### src/rtl/pwm_cfg_sequencer.sv
// Configuration sequencer: pops two-word commands from the SPI receive FIFO into
// per-channel shadow registers and commits them to the PWM channels at period ends.
module pwm_cfg_sequencer #(
  parameter int          DATA_W = 16,
  parameter int          NUM_CH = 4,
  parameter logic [3:0]  MAGIC  = 4'hC,
  parameter int          ERR_W  = 8
) (
  input  logic                     clk,
  input  logic                     reset_n,
  input  logic                     i_fifo_empty,
  input  logic [DATA_W-1:0]        i_fifo_data,
  output logic                     o_fifo_re,
  input  logic [NUM_CH-1:0]        i_pwm_done,
  output logic [NUM_CH*DATA_W-1:0] o_duty,
  output logic [NUM_CH*DATA_W-1:0] o_final_value,
  output logic [NUM_CH-1:0]        o_ready,
  output logic [NUM_CH-1:0]        o_pending,
  output logic                     o_busy,
  output logic [ERR_W-1:0]         o_err_cnt
);

  localparam int CH_W = (NUM_CH > 1) ? $clog2(NUM_CH) : 1;

  localparam logic [1:0] IDLE  = 2'd0;
  localparam logic [1:0] HDR   = 2'd1;
  localparam logic [1:0] DWAIT = 2'd2;
  localparam logic [1:0] DAT   = 2'd3;

  logic [1:0]        state;
  logic [1:0]        state_nxt;
  logic              pop;
  logic              hdr_ok;
  logic [CH_W-1:0]   cmd_chan;
  logic              cmd_imm;
  logic              cmd_field;
  logic [ERR_W-1:0]  err_cnt;

  logic [DATA_W-1:0] shadow_duty     [NUM_CH];
  logic [DATA_W-1:0] shadow_fv       [NUM_CH];
  logic [DATA_W-1:0] act_duty        [NUM_CH];
  logic [DATA_W-1:0] act_fv          [NUM_CH];
  logic [DATA_W-1:0] shadow_duty_nxt [NUM_CH];
  logic [DATA_W-1:0] shadow_fv_nxt   [NUM_CH];
  logic [DATA_W-1:0] act_duty_nxt    [NUM_CH];
  logic [DATA_W-1:0] act_fv_nxt      [NUM_CH];
  logic [NUM_CH-1:0] pending;
  logic [NUM_CH-1:0] pending_nxt;
  logic [NUM_CH-1:0] ready;
  logic [NUM_CH-1:0] write_hit;
  logic [NUM_CH-1:0] force_commit;

  assign hdr_ok = (i_fifo_data[DATA_W-1 -: 4] == MAGIC);

  // The pop strobe is combinational so the popped word is on i_fifo_data in the next state;
  // gating with reset_n keeps the FIFO untouched while reset is held.
  always_comb begin
    state_nxt = state;
    pop       = 1'b0;
    case (state)
      IDLE: begin
        if (!i_fifo_empty) begin
          pop       = 1'b1;
          state_nxt = HDR;
        end
      end
      HDR: begin
        state_nxt = hdr_ok ? DWAIT : IDLE;
      end
      DWAIT: begin
        if (!i_fifo_empty) begin
          pop       = 1'b1;
          state_nxt = DAT;
        end
      end
      DAT: begin
        state_nxt = IDLE;
      end
      default: begin
        state_nxt = IDLE;
      end
    endcase
  end

  assign o_fifo_re = pop & reset_n;

  always_ff @(posedge clk) begin
    if (!reset_n) begin
      state <= IDLE;
    end else begin
      state <= state_nxt;
    end
  end

  always_ff @(posedge clk) begin
    if (!reset_n) begin
      cmd_chan  <= '0;
      cmd_imm   <= 1'b0;
      cmd_field <= 1'b0;
    end else if (state == HDR && hdr_ok) begin
      cmd_chan  <= i_fifo_data[8 +: CH_W];
      cmd_imm   <= i_fifo_data[1];
      cmd_field <= i_fifo_data[0];
    end
  end

  // A rejected header is simply dropped, which lets the stream resync on the next word.
  always_ff @(posedge clk) begin
    if (!reset_n) begin
      err_cnt <= '0;
    end else if (state == HDR && !hdr_ok && err_cnt != '1) begin
      err_cnt <= err_cnt + ERR_W'(1);
    end
  end

  always_comb begin
    for (int n = 0; n < NUM_CH; n++) begin
      write_hit[n]    = (state == DAT) && (cmd_chan == CH_W'(n));
      force_commit[n] = write_hit[n] && (cmd_imm || (act_fv[n] == '0));
    end
  end

  // The commit reads the post-write shadow, so a write landing on a done pulse is
  // consumed by that same commit and leaves nothing pending.
  always_comb begin
    for (int n = 0; n < NUM_CH; n++) begin
      shadow_duty_nxt[n] = shadow_duty[n];
      shadow_fv_nxt[n]   = shadow_fv[n];
      act_duty_nxt[n]    = act_duty[n];
      act_fv_nxt[n]      = act_fv[n];
      pending_nxt[n]     = pending[n];
      if (write_hit[n]) begin
        if (cmd_field) begin
          shadow_fv_nxt[n] = i_fifo_data;
        end else begin
          shadow_duty_nxt[n] = i_fifo_data;
        end
        pending_nxt[n] = 1'b1;
      end
      if (pending_nxt[n] && (i_pwm_done[n] || force_commit[n])) begin
        act_duty_nxt[n] = shadow_duty_nxt[n];
        act_fv_nxt[n]   = shadow_fv_nxt[n];
        pending_nxt[n]  = 1'b0;
      end
    end
  end

  always_ff @(posedge clk) begin
    if (!reset_n) begin
      for (int n = 0; n < NUM_CH; n++) begin
        shadow_duty[n] <= '0;
        shadow_fv[n]   <= '0;
        act_duty[n]    <= '0;
        act_fv[n]      <= '0;
      end
      pending <= '0;
      ready   <= '0;
    end else begin
      for (int n = 0; n < NUM_CH; n++) begin
        shadow_duty[n] <= shadow_duty_nxt[n];
        shadow_fv[n]   <= shadow_fv_nxt[n];
        act_duty[n]    <= act_duty_nxt[n];
        act_fv[n]      <= act_fv_nxt[n];
        ready[n]       <= (act_fv_nxt[n] != '0);
      end
      pending <= pending_nxt;
    end
  end

  for (genvar g = 0; g < NUM_CH; g++) begin : g_pack
    assign o_duty[g*DATA_W +: DATA_W]        = act_duty[g];
    assign o_final_value[g*DATA_W +: DATA_W] = act_fv[g];
  end

  assign o_ready   = ready;
  assign o_pending = pending;
  assign o_busy    = (state != IDLE);
  assign o_err_cnt = err_cnt;

endmodule

### config.mk
export PLATFORM = sky130hd
export DESIGN_NAME = pwm_cfg_sequencer
export DESIGN_NICKNAME = d
export VERILOG_FILES = /design/src/rtl/pwm_cfg_sequencer.sv
export SDC_FILE = /design/constraint.sdc
export NUM_CORES = 1
export LEC_CHECK = 0
export CORE_ASPECT_RATIO = 2
export CORE_MARGIN = 4
export CORE_UTILIZATION = 39
export DETAILED_ROUTE_END_ITERATION = 7
export MAX_ROUTING_LAYER = met4
export PLACE_DENSITY = 0.65
export SLEW_MARGIN = 5
export SYNTH_ARGS = -nofsm -noshare
export SYNTH_HDL_FRONTEND = slang
export SYNTH_SLANG_ARGS = --single-unit
### constraint.sdc
create_clock -name clk -period 5.19 [get_ports clk]
set_clock_uncertainty 0.2 [all_clocks]
set_input_delay 1.2975 -clock clk [delete_from_list [all_inputs] [get_ports clk]]
set_output_delay 1.2975 -clock clk [all_outputs]
set_load 0.01 [all_outputs]
==> impl_metrics.csv <==
group,metric,value,unit
outcome,outcome,"completed",
floorplanning,die-area,0.0318,mm²
route,wirelength,35.7,mm
global_routing,grtUsageMet1,24.7,%
placement,place_ws,1.22,ns
synth,ys_seq_elements,278,
global_routing,grt_pass1_vias,9546,
global_routing,grt_use_total,22.3,%
synth,synthArstFlopShare,0,%
finish,drive_above_1_share,5.39,%
floorplanning,io_pins,169,
global_routing,grt_busiest_layer,"met2",
timing,tns,0,ns
global_routing,grt_antenna_before_repair,1,
power_and_ir_drop,p_sw,896,µW
setup_path,critical_path_class,"input pin to output port",
synth,postSynthCellCount,1224,
timing,tightest_slew,1.26,ns
setup_path,endpoint,"o_fifo_re",
placement,post-place-cells,1650,
job,cap_violations,0,
route,drtIter0Drc,643,
setup_path,reg2reg_depth,6,
timing,hold_viol_final,0,
finish,synthToLayoutAreaGrowth,23.5,%
power_and_ir_drop,p_clk_share,44.6,%
worst_hold_path,hp-class,"flop to flop",
power_and_ir_drop,p_int,3180,µW
setup_path,crit_slowest_cell,"clkdlybuf4s50_1",
setup_path,worst-path-max-fanout,2,
setup_path,crit_arrival,2.47,ns
power_and_ir_drop,finalPower,4070,µW
placement,io_buffers,168,
timing,fmax,252,MHz
setup_path,cp-end-kind,"output port",
setup_path,r2r_end,"o_ready[2]",
synth,synth_area,0.0113,mm²
power_and_ir_drop,power_frac_seq,52.6,%
synth,syn_nets,1248,
global_routing,gr-total-overflow,0,
power_and_ir_drop,peakVddDrop,0.183,mV
power_and_ir_drop,p_per_area,293,mW/mm²
cts,numCtsBuffers,25,
cts,post_cts_resized,0,
floorplanning,die_w,128,µm
route,wl_per_cell,21.1,µm
setup_path,crit-reg2reg-launch,"state[0]",
cts,clk_pin_slew,0.07,ns
route,drt_first_pass_iters,5,
synth,yosysSeqAreaShare,49.5,%
cts,cts_tree,"done",
cts,post_cts_buffers,0,
timing,fin_ws,1.22,ns
cts,htreeDepth,1,
setup_path,crit_path_frequent_cell,"clkdlybuf4s50_1",
setup_path,start_kind,"input pin",
cts,cts_buffer_depth,3,
cts,ctsHoldBuffers,0,
power_and_ir_drop,comb_power_share,2.8,%
timing,setup_violations,0,
setup_path,worstPathCellList,"clkdlybuf4s50_1 > nor3_1 > clkdlybuf4s50_1",
global_routing,grt_use_met3,2.85,%
placement,hpwl,25.0,mm
route,routed_via_density,5.78,
synth,avgSynthCellArea,9.19,µm²
cts,clk_latency,0.54,ns
finish,layout.nets,1345,
floorplanning,start_util,39.8,%
global_routing,grt_max_degree,97,
floorplanning,core,0.0283,mm²
synth,synth_edf_count,0,
timing,period_needed,3.97,ns
route,vias,9775,
timing,rsz0062_at_grt,"false",
floorplanning,die_h,248,µm
synth,yosys.cell_types.count,42,
finish,final_cell_count_no_fill,1692,
setup_path,max_stage_delay,0.56,ns
timing,drv_slew,0,
synth,ys_warn_count,0,
global_routing,grt.met2_usage,38.2,%
finish,antenna_cells,0,
floorplanning,rows,87,
setup_path,regToRegSetupSlack,2.17,ns
global_routing,grt_pass1_wl,54.1,mm
cts,cts_sinks,278,
setup_path,crit_start,"i_fifo_empty",
route,antenna_left,0,
setup_path,crit_required,3.69,ns
timing,hold_ws,0.266,ns
placement,finalWeightedCongestion,0.902,
power_and_ir_drop,sw_frac_of_total,22.0,%
route,drc,0,
timing,slew-limit-headroom,16.2,%
power_and_ir_drop,leakage,0.00549,µW
synth,synth_ff_type,"dfxtp_1",
cts,ctsRootBufferMaster,"clkbuf_16",
timing,min_period_over_period,76.4,%
-- Yosys cell counts, types with 2 or more instances --
| library cell | count | area [µm²] |
|---|---|---|
| dfxtp_1 | 278 | 5570 |
| nor2_1 | 183 | 687 |
| a21oi_1 | 134 | 671 |
| clkbuf_1 | 100 | 375 |
| o21ai_0 | 69 | 345 |
| a2111o_1 | 60 | 676 |
| o211a_1 | 60 | 601 |
| nand2_1 | 59 | 221 |
| and2_1 | 37 | 231 |
| o21bai_1 | 36 | 270 |
| o311a_1 | 36 | 360 |
| nor4_1 | 34 | 213 |
| a211oi_1 | 32 | 240 |
| nand2b_1 | 19 | 119 |
| mux2i_1 | 10 | 100 |
| nand4_1 | 7 | 43.8 |
| or4_1 | 7 | 52.6 |
| buf_1 | 6 | 22.5 |
| buf_2 | 5 | 25.0 |
| a221oi_1 | 4 | 35.0 |
| and4_1 | 4 | 35.0 |
| inv_1 | 4 | 15.0 |
| o2bb2ai_1 | 4 | 35.0 |
| o31ai_1 | 4 | 30.0 |
| or2_2 | 4 | 25.0 |
| a41oi_1 | 3 | 26.3 |
| buf_4 | 3 | 22.5 |
| buf_6 | 3 | 33.8 |
| and4b_1 | 2 | 20.0 |
| nand3_1 | 2 | 10.0 |
| nand4b_1 | 2 | 17.5 |
| nand4bb_1 | 2 | 22.5 |
| nor3_1 | 2 | 10.0 |
-- worst max-delay path, delay by kind of cell --
kind                   cells  cell delay, ns
and+or+nand+nor            1            0.18
buffers and inverters      2            0.99
-- layer usage --
metal  wire [µm]  vias up  part of all wire [%]
li1            -     4692                     -
met1       13300     4615                    37
met2       18200      372                    51
met3        2070       96                   5.8
met4        2110        0                   5.9
met5           0        -                     0
-- worst min path at each step --
stage	slack [ns]	cells past startpoint	endpoint	from
floorplan	0.23	2	shadow_duty[0][15]	shadow_duty[0][15]
global placement	0.25	2	shadow_duty[0][15]	shadow_duty[0][15]
detailed placement	0.25	2	shadow_duty[0][15]	shadow_duty[0][15]
CTS	0.26	2	shadow_duty[0][8]	shadow_duty[0][8]
global route	0.28	2	shadow_duty[0][6]	shadow_duty[0][6]
finish	0.27	2	shadow_duty[0][7]	shadow_duty[0][7]
-- cell type report --
type                       instances  area, µm²
tap                              356        445
timing repair buffer             187       1820
fill                            2702      14400
clock buffer                      35        713
multi-input combinational        824       5260
sequential                       278       5570
inverter                           5       21.3
clock inverter                     7       70.1
-- stage by stage --
step,instance area (µm²),util [%]
3_5_place_dp,13100,46.3
2_1_floorplan,11300,-
4_1_cts,13900,49.1
3_3_place_gp,13100,46.3
5_1_grt,13900,49.1
6_report,13900,49.1
-- sequential cells by signal, indices dropped and copies added, names as in the netlist, 2 cells and up, named ones only --
register / flops
o_ready: 4
shadow_fv: 64
o_err_cnt: 8
act_fv: 64
shadow_duty: 64
o_pending: 4
cmd_chan: 2
act_duty: 64
-- cell usage in the layout (no fill, tap or decap), types with 3 or more instances in the layout --
| cell type | count |
|---|---|
| a2111o_1 | 60 |
| a211oi_1 | 32 |
| a21oi_1 | 131 |
| a221oi_1 | 4 |
| and2_1 | 37 |
| and4_1 | 4 |
| buf_4 | 20 |
| clkbuf_1 | 5 |
| clkbuf_16 | 25 |
| clkbuf_8 | 5 |
| clkdlybuf4s50_1 | 167 |
| clkinv_2 | 3 |
| dfxtp_1 | 278 |
| inv_1 | 4 |
| mux2i_1 | 10 |
| nand2_1 | 59 |
| nand2b_1 | 19 |
| nand4_1 | 7 |
| nor2_1 | 182 |
| nor4_1 | 34 |
| o211a_1 | 60 |
| o21ai_0 | 69 |
| o21bai_1 | 36 |
| o2bb2ai_1 | 4 |
| o311a_1 | 36 |
| o31ai_1 | 4 |
| or2_2 | 4 |
| or4_1 | 7 |
-- cells by family after synthesis --
kind of cell    after synthesis  synth area share (%)
compound gates              444                  29.5
simple gates                368                  15.5
flops                       278                  49.5
buf+inv                     122                  4.43
mux                          10                 0.890
xor+xnor                      1                0.0778
fa+ha+maj                     1                 0.111
-- power groups by stage --
stage	combinational, µW	clock, µW	sequential [µW]
final	116	1820	2140
after global routing	122	1930	2140
after CTS	115	1850	2140
after detailed placement	115	0	2190
after global placement	114	0	2190
after floorplan	53.3	0	2190
Power figures use the tool's default switching activity.
